$ cat src/rtl/aes_reg_master.sv
// aes_reg_master: REG_BUS initiator that runs one AES-192 block job per
// plaintext handshake against the memory-mapped AES register block and
// returns the ciphertext (or an error flag) on a result handshake.
//
// state  | meaning
// IDLE   | waiting for a plaintext job, pt_ready_o high
// CLR    | write 0 to control (index 0) so start is low before loading
// WPT0-3 | write plaintext words to index 1..4, least significant word first
// SET    | write 1 to control (index 0) to launch the core
// POLL   | read status (index 11) until bit 0 is set or the poll budget runs out
// RCT0-3 | read ciphertext from index 12..15, most significant word first
// RESP   | present result/error on ct_o/ct_err_o until ct_ready_i
module aes_reg_master #(
    parameter int unsigned           ADDR_WIDTH = 32,
    parameter int unsigned           DATA_WIDTH = 32,
    parameter logic [ADDR_WIDTH-1:0] BASE_ADDR  = '0,
    parameter int unsigned           POLL_MAX   = 1024
) (
    input  logic                  clk_i,
    input  logic                  rst_i,
    input  logic [127:0]          pt_i,
    input  logic                  pt_valid_i,
    output logic                  pt_ready_o,
    output logic [127:0]          ct_o,
    output logic                  ct_err_o,
    output logic                  ct_valid_o,
    input  logic                  ct_ready_i,
    output logic [ADDR_WIDTH-1:0] bus_addr_o,
    output logic                  bus_write_o,
    output logic [DATA_WIDTH-1:0] bus_wdata_o,
    output logic [3:0]            bus_wstrb_o,
    output logic                  bus_valid_o,
    input  logic [DATA_WIDTH-1:0] bus_rdata_i,
    input  logic                  bus_ready_i,
    input  logic                  bus_error_i
);

    // Wide enough to hold POLL_MAX itself, the terminal count.
    localparam int unsigned CW = $clog2(POLL_MAX + 1);

    typedef enum logic [3:0] {
        S_IDLE, S_CLR,
        S_WPT0, S_WPT1, S_WPT2, S_WPT3,
        S_SET,  S_POLL,
        S_RCT0, S_RCT1, S_RCT2, S_RCT3,
        S_RESP
    } state_e;

    state_e                state_q, state_d;
    logic [127:0]          pt_q, pt_d;
    logic [127:0]          ct_q, ct_d;
    logic                  err_q, err_d;
    logic [CW-1:0]         poll_cnt_q, poll_cnt_d;
    logic [CW-1:0]         poll_inc;
    logic                  bus_valid_q, bus_valid_d;
    logic                  bus_write_q, bus_write_d;
    logic [ADDR_WIDTH-1:0] bus_addr_q, bus_addr_d;
    logic [DATA_WIDTH-1:0] bus_wdata_q, bus_wdata_d;
    logic [3:0]            reg_idx;
    logic                  bus_done;

    assign bus_done = bus_valid_q & bus_ready_i;
    assign poll_inc = poll_cnt_q + CW'(1);

    // Sequencer: advance one step per completed bus transaction, abort on error.
    always_comb begin
        state_d    = state_q;
        pt_d       = pt_q;
        ct_d       = ct_q;
        err_d      = err_q;
        poll_cnt_d = poll_cnt_q;
        case (state_q)
            S_IDLE: begin
                if (pt_valid_i) begin
                    pt_d       = pt_i;
                    ct_d       = '0;
                    err_d      = 1'b0;
                    poll_cnt_d = '0;
                    state_d    = S_CLR;
                end
            end
            S_RESP: begin
                if (ct_ready_i) begin
                    state_d = S_IDLE;
                end
            end
            default: begin
                if (bus_done) begin
                    if (bus_error_i) begin
                        // Abandon the job; start may stay set, the next CLR drops it.
                        err_d   = 1'b1;
                        ct_d    = '0;
                        state_d = S_RESP;
                    end else begin
                        case (state_q)
                            S_CLR:  state_d = S_WPT0;
                            S_WPT0: state_d = S_WPT1;
                            S_WPT1: state_d = S_WPT2;
                            S_WPT2: state_d = S_WPT3;
                            S_WPT3: state_d = S_SET;
                            S_SET:  state_d = S_POLL;
                            S_POLL: begin
                                if (bus_rdata_i[0]) begin
                                    state_d = S_RCT0;
                                end else begin
                                    poll_cnt_d = poll_inc;
                                    if (poll_inc == CW'(POLL_MAX)) begin
                                        err_d   = 1'b1;
                                        ct_d    = '0;
                                        state_d = S_RESP;
                                    end
                                end
                            end
                            S_RCT0: begin
                                ct_d[127:96] = bus_rdata_i[31:0];
                                state_d      = S_RCT1;
                            end
                            S_RCT1: begin
                                ct_d[95:64] = bus_rdata_i[31:0];
                                state_d     = S_RCT2;
                            end
                            S_RCT2: begin
                                ct_d[63:32] = bus_rdata_i[31:0];
                                state_d     = S_RCT3;
                            end
                            S_RCT3: begin
                                ct_d[31:0] = bus_rdata_i[31:0];
                                state_d    = S_RESP;
                            end
                            default: ;
                        endcase
                    end
                end
            end
        endcase
    end

    // Bus request for the state being entered, so a new transaction can
    // follow a completion with no idle cycle; unchanged while stalled.
    always_comb begin
        bus_valid_d = 1'b1;
        bus_write_d = 1'b1;
        bus_wdata_d = '0;
        reg_idx     = 4'd0;
        case (state_d)
            S_CLR: begin
                reg_idx     = 4'd0;
                bus_wdata_d = '0;
            end
            S_WPT0: begin
                reg_idx     = 4'd1;
                bus_wdata_d = pt_d[31:0];
            end
            S_WPT1: begin
                reg_idx     = 4'd2;
                bus_wdata_d = pt_d[63:32];
            end
            S_WPT2: begin
                reg_idx     = 4'd3;
                bus_wdata_d = pt_d[95:64];
            end
            S_WPT3: begin
                reg_idx     = 4'd4;
                bus_wdata_d = pt_d[127:96];
            end
            S_SET: begin
                reg_idx     = 4'd0;
                bus_wdata_d = DATA_WIDTH'(1);
            end
            S_POLL: begin
                reg_idx     = 4'd11;
                bus_write_d = 1'b0;
            end
            S_RCT0: begin
                reg_idx     = 4'd12;
                bus_write_d = 1'b0;
            end
            S_RCT1: begin
                reg_idx     = 4'd13;
                bus_write_d = 1'b0;
            end
            S_RCT2: begin
                reg_idx     = 4'd14;
                bus_write_d = 1'b0;
            end
            S_RCT3: begin
                reg_idx     = 4'd15;
                bus_write_d = 1'b0;
            end
            default: begin
                bus_valid_d = 1'b0;
                bus_write_d = 1'b0;
            end
        endcase
        // Idle bus shows all-zero address rather than BASE_ADDR.
        bus_addr_d = bus_valid_d ? (BASE_ADDR + ADDR_WIDTH'({reg_idx, 2'b00})) : '0;
    end

    // State, job data and registered bus request; reset drops the bus at once.
    always_ff @(posedge clk_i or posedge rst_i) begin
        if (rst_i) begin
            state_q     <= S_IDLE;
            pt_q        <= '0;
            ct_q        <= '0;
            err_q       <= 1'b0;
            poll_cnt_q  <= '0;
            bus_valid_q <= 1'b0;
            bus_write_q <= 1'b0;
            bus_addr_q  <= '0;
            bus_wdata_q <= '0;
        end else begin
            state_q     <= state_d;
            pt_q        <= pt_d;
            ct_q        <= ct_d;
            err_q       <= err_d;
            poll_cnt_q  <= poll_cnt_d;
            bus_valid_q <= bus_valid_d;
            bus_write_q <= bus_write_d;
            bus_addr_q  <= bus_addr_d;
            bus_wdata_q <= bus_wdata_d;
        end
    end

    assign pt_ready_o  = (state_q == S_IDLE);
    assign ct_valid_o  = (state_q == S_RESP);
    assign ct_o        = ct_q;
    assign ct_err_o    = err_q;
    assign bus_valid_o = bus_valid_q;
    assign bus_write_o = bus_write_q;
    assign bus_addr_o  = bus_addr_q;
    assign bus_wdata_o = bus_wdata_q;
    assign bus_wstrb_o = {4{bus_write_q}};

endmodule

$ cat config.mk
export PLATFORM = sky130hd
export DESIGN_NAME = aes_reg_master
export DESIGN_NICKNAME = d
export VERILOG_FILES = /design/src/rtl/aes_reg_master.sv
export SDC_FILE = /design/constraint.sdc
export NUM_CORES = 1
export LEC_CHECK = 0
export CORE_MARGIN = 2
export CORE_UTILIZATION = 25
export DETAILED_ROUTE_END_ITERATION = 10
export DONT_BUFFER_PORTS = 1
export GPL_ROUTABILITY_DRIVEN = 1
export SYNTH_ARGS = -nofsm -noshare
export SYNTH_HDL_FRONTEND = slang
export SYNTH_SLANG_ARGS = --single-unit
$ cat constraint.sdc
create_clock -name clk_i -period 16 [get_ports clk_i]
set_input_delay 3.2 -clock clk_i [delete_from_list [all_inputs] [get_ports clk_i]]
set_output_delay 3.2 -clock clk_i [all_outputs]
set_load 0.02 [all_outputs]
==> reports/results.ini <==
[synth]
synth_xor_area_frac = 0
syn_avg_cell_area_um2 = 11.1
synthMuxAreaShare = 0.0527
synth-seq-area-share = 0.591
synth_fa_ha_area_frac = 0.000953
ys_ff_latch = 310
mappedNetlistArea_mm2 = 0.0131
synthDistinctLibCells = 67
synth-simple-area-share = 0.150
synth-async-reset-ratio = 1.00
syn_inst = 1188
ys.flop_type = dfrtp_1
synth_top_family_by_area = simple AND/OR/NAND/NOR gates
yosysWarnings = 0
synth-compound-area-share = 0.143
synth-edff-count = 0

[floorplanning]
start_util = 0.254
rows = 83
dieArea_mm2 = 0.0544
fp.dieH_um = 233
die_w_um = 233
io_pins = 367
core_area_mm2 = 0.0516

[global_routing]
grt.overflow.total = 0
grt_first_pass_wirelength_um = 55900
use_met1 = 0.156
met2_usage = 0.211
top_usage_layer = met2
grt_pass1_vias = 9215
use_met3 = 0.0665
grt_max_degree = 113
grt_usage = 0.133
grt_antenna_before_repair = 5

[setup_path]
cp_slowest_cell = dfrtp_1
cp_data_arrival_time_ns = 1.94
crit_type = reg -> out
ff2ff_setup_slack_ns = 12.35
crit_chain = nor2_2 > nand3_1 > inv_1
rr_startpoint = state_q[0]
path_max_fanout = 12
start_kind = flop
crit_path_end_kind = output pin
cpPeakStageDelay_ns = 0.55
regToRegEndpoint = ct_o[51]
cp.required_ns = 12.80
r2r_cells = 10

[cells_and_area]
area_growth_pct = 11.7
multi_input_area_mm2 = 0.00470
seq_area_mm2 = 0.00776
nets = 1325
final_common_cell = nand2_1
fill_cells = 5349
final_util = 0.284
drive_above_1_share = 0.113
layout_common_cells = nand2_1 (395), dfrtp_1 (310), a22o_1 (124)

[routing]
wl_per_cell_um = 20.0
ant_nets = 0
drt_iter0_drc = 463
wl_um = 37300
dr_total_vias = 8798
vias_per_cell = 4.72
drc = 0
first_pass_iters = 5

[power]
irDropWorstVdd_mv = 0.0896
p_leak_nw = 7.11
pwr_density_cell_mw_per_mm2 = 197

[sta]
setup_viol = 0
fin_crit_ns = 5.14
maxSlewHeadroom = 0.259
setup_tns_ns = 0
rsz0062_at_grt = no
hold_viol_final = 0
drv_slew = 0
worstMarginPinSlew_ns = 1.11
fmax_ghz = 0.195
finalCritPeriodShare = 0.321
finClkSkew_ns = 0.0240

[cts]
cts_buffers = 35
cts_tree = built
holdBufCountCts = 0
cts_resized = 0
h-tree-depth = 2
cts.sinks = 310
post_cts_buffers = 0
clk_path_buf_depth = 3
clk_latency_ns = 0.54
clkSlewWorstSetupHoldPaths_ns = 0.06
clockRootBuffer = clkbuf_16

[hold_path]
hp-class = reg -> reg
hold_path_depth = 2
min_to = pt_q[38]
holdCritStartpoint = pt_q[38]

[placement]
dp_hpwl_um = 25500
portBuffers = 0
place_congestion = 0.819

[run_status]
status = complete, no violations

[job]
drv_cap = 0

-- state kept, by name (all words and copies together), names as in the netlist --
register and cells:
ct_err_o 1, bus_addr_o 4, poll_cnt_q 11, bus_wdata_o 32, pt_q 128, ct_o 128
state_q 4, bus_valid_o 1, bus_write_o 1
-- power by group --
part           total, mW  leakage [nW]  switching [mW]  internal [mW]
Combinational      0.798          2.40           0.502          0.296
Clock              0.845         0.588           0.326          0.519
Sequential          1.25          4.12           0.221           1.02
-- worst max-delay path by stage --
stage,endpoint,cells past startpoint,startpoint
after floorplan,bus_addr_o[2],1,rst_i
after global placement,bus_addr_o[3],3,rst_i
after detailed placement,bus_write_o,3,rst_i
after CTS,ct_valid_o,3,state_q[0]
after global routing,ct_valid_o,3,state_q[0]
final,ct_valid_o,3,state_q[0]
-- worst max-delay path: cells and delay by family, from the launching register on --
family	cells	cell delay (ns)
DFF	1	0.55
and+or+nand+nor	2	0.43
buffers and inverters	1	0.42
-- per-layer routing --
layer / up-vias / share of wire
met2: 405 / 0.45
met5: - / 0.00067
met4: 4 / 0.027
li1: 3961 / -
met3: 60 / 0.14
met1: 4368 / 0.38
-- synth_stat cells (5+ instances only) --
library cell	instances	area share
buf_1	8	0.0023
o2bb2ai_1	33	0.022
nor2_1	27	0.0077
inv_1	7	0.0020
buf_6	24	0.021
nand3_1	9	0.0034
buf_2	21	0.0080
mux2i_1	32	0.024
mux2_1	5	0.0043
mux2_2	28	0.024
clkbuf_1	16	0.0046
a21oi_1	9	0.0034
o21ai_0	21	0.0080
buf_4	35	0.020
a22o_1	124	0.083
dfrtp_1	310	0.59
nand2_1	396	0.11
-- through the flow --
stage                     cells  power, mW  setup WS (ns)  hold WS [ns]  cell area (µm²)
after detailed placement   1801       2.06          10.44         0.455            13500
final                      1863       2.89          10.86         0.468            14700
after global routing       1861       3.08          10.66         0.493            14700
after global placement     1801       2.04          10.53         0.449            13500
after CTS                  1861       2.93          10.80         0.472            14700
after floorplan            1215       1.89           4.23         0.434            13200
-- final cells by class --
class | instances | share of cell area
flip-flops and latches | 310 | 0.529
multi-input cells | 788 | 0.320
clock buffers | 43 | 0.0645
well taps | 680 | 0.0580
clock inverters | 17 | 0.0177
repair buffers | 14 | 0.00717
inverters | 9 | 0.00299
diodes | 2 | 0.000341
-- logic make-up (layout without fill, tap and decap cells) --
group	count (synthesis)	in the layout
mux	65	65
buf+inv	117	83
flops	310	310
fa+ha+maj	1	1
simple gates	470	470
compound gates	224	224
other cells	1	30
(Power assumes the default switching activity.)
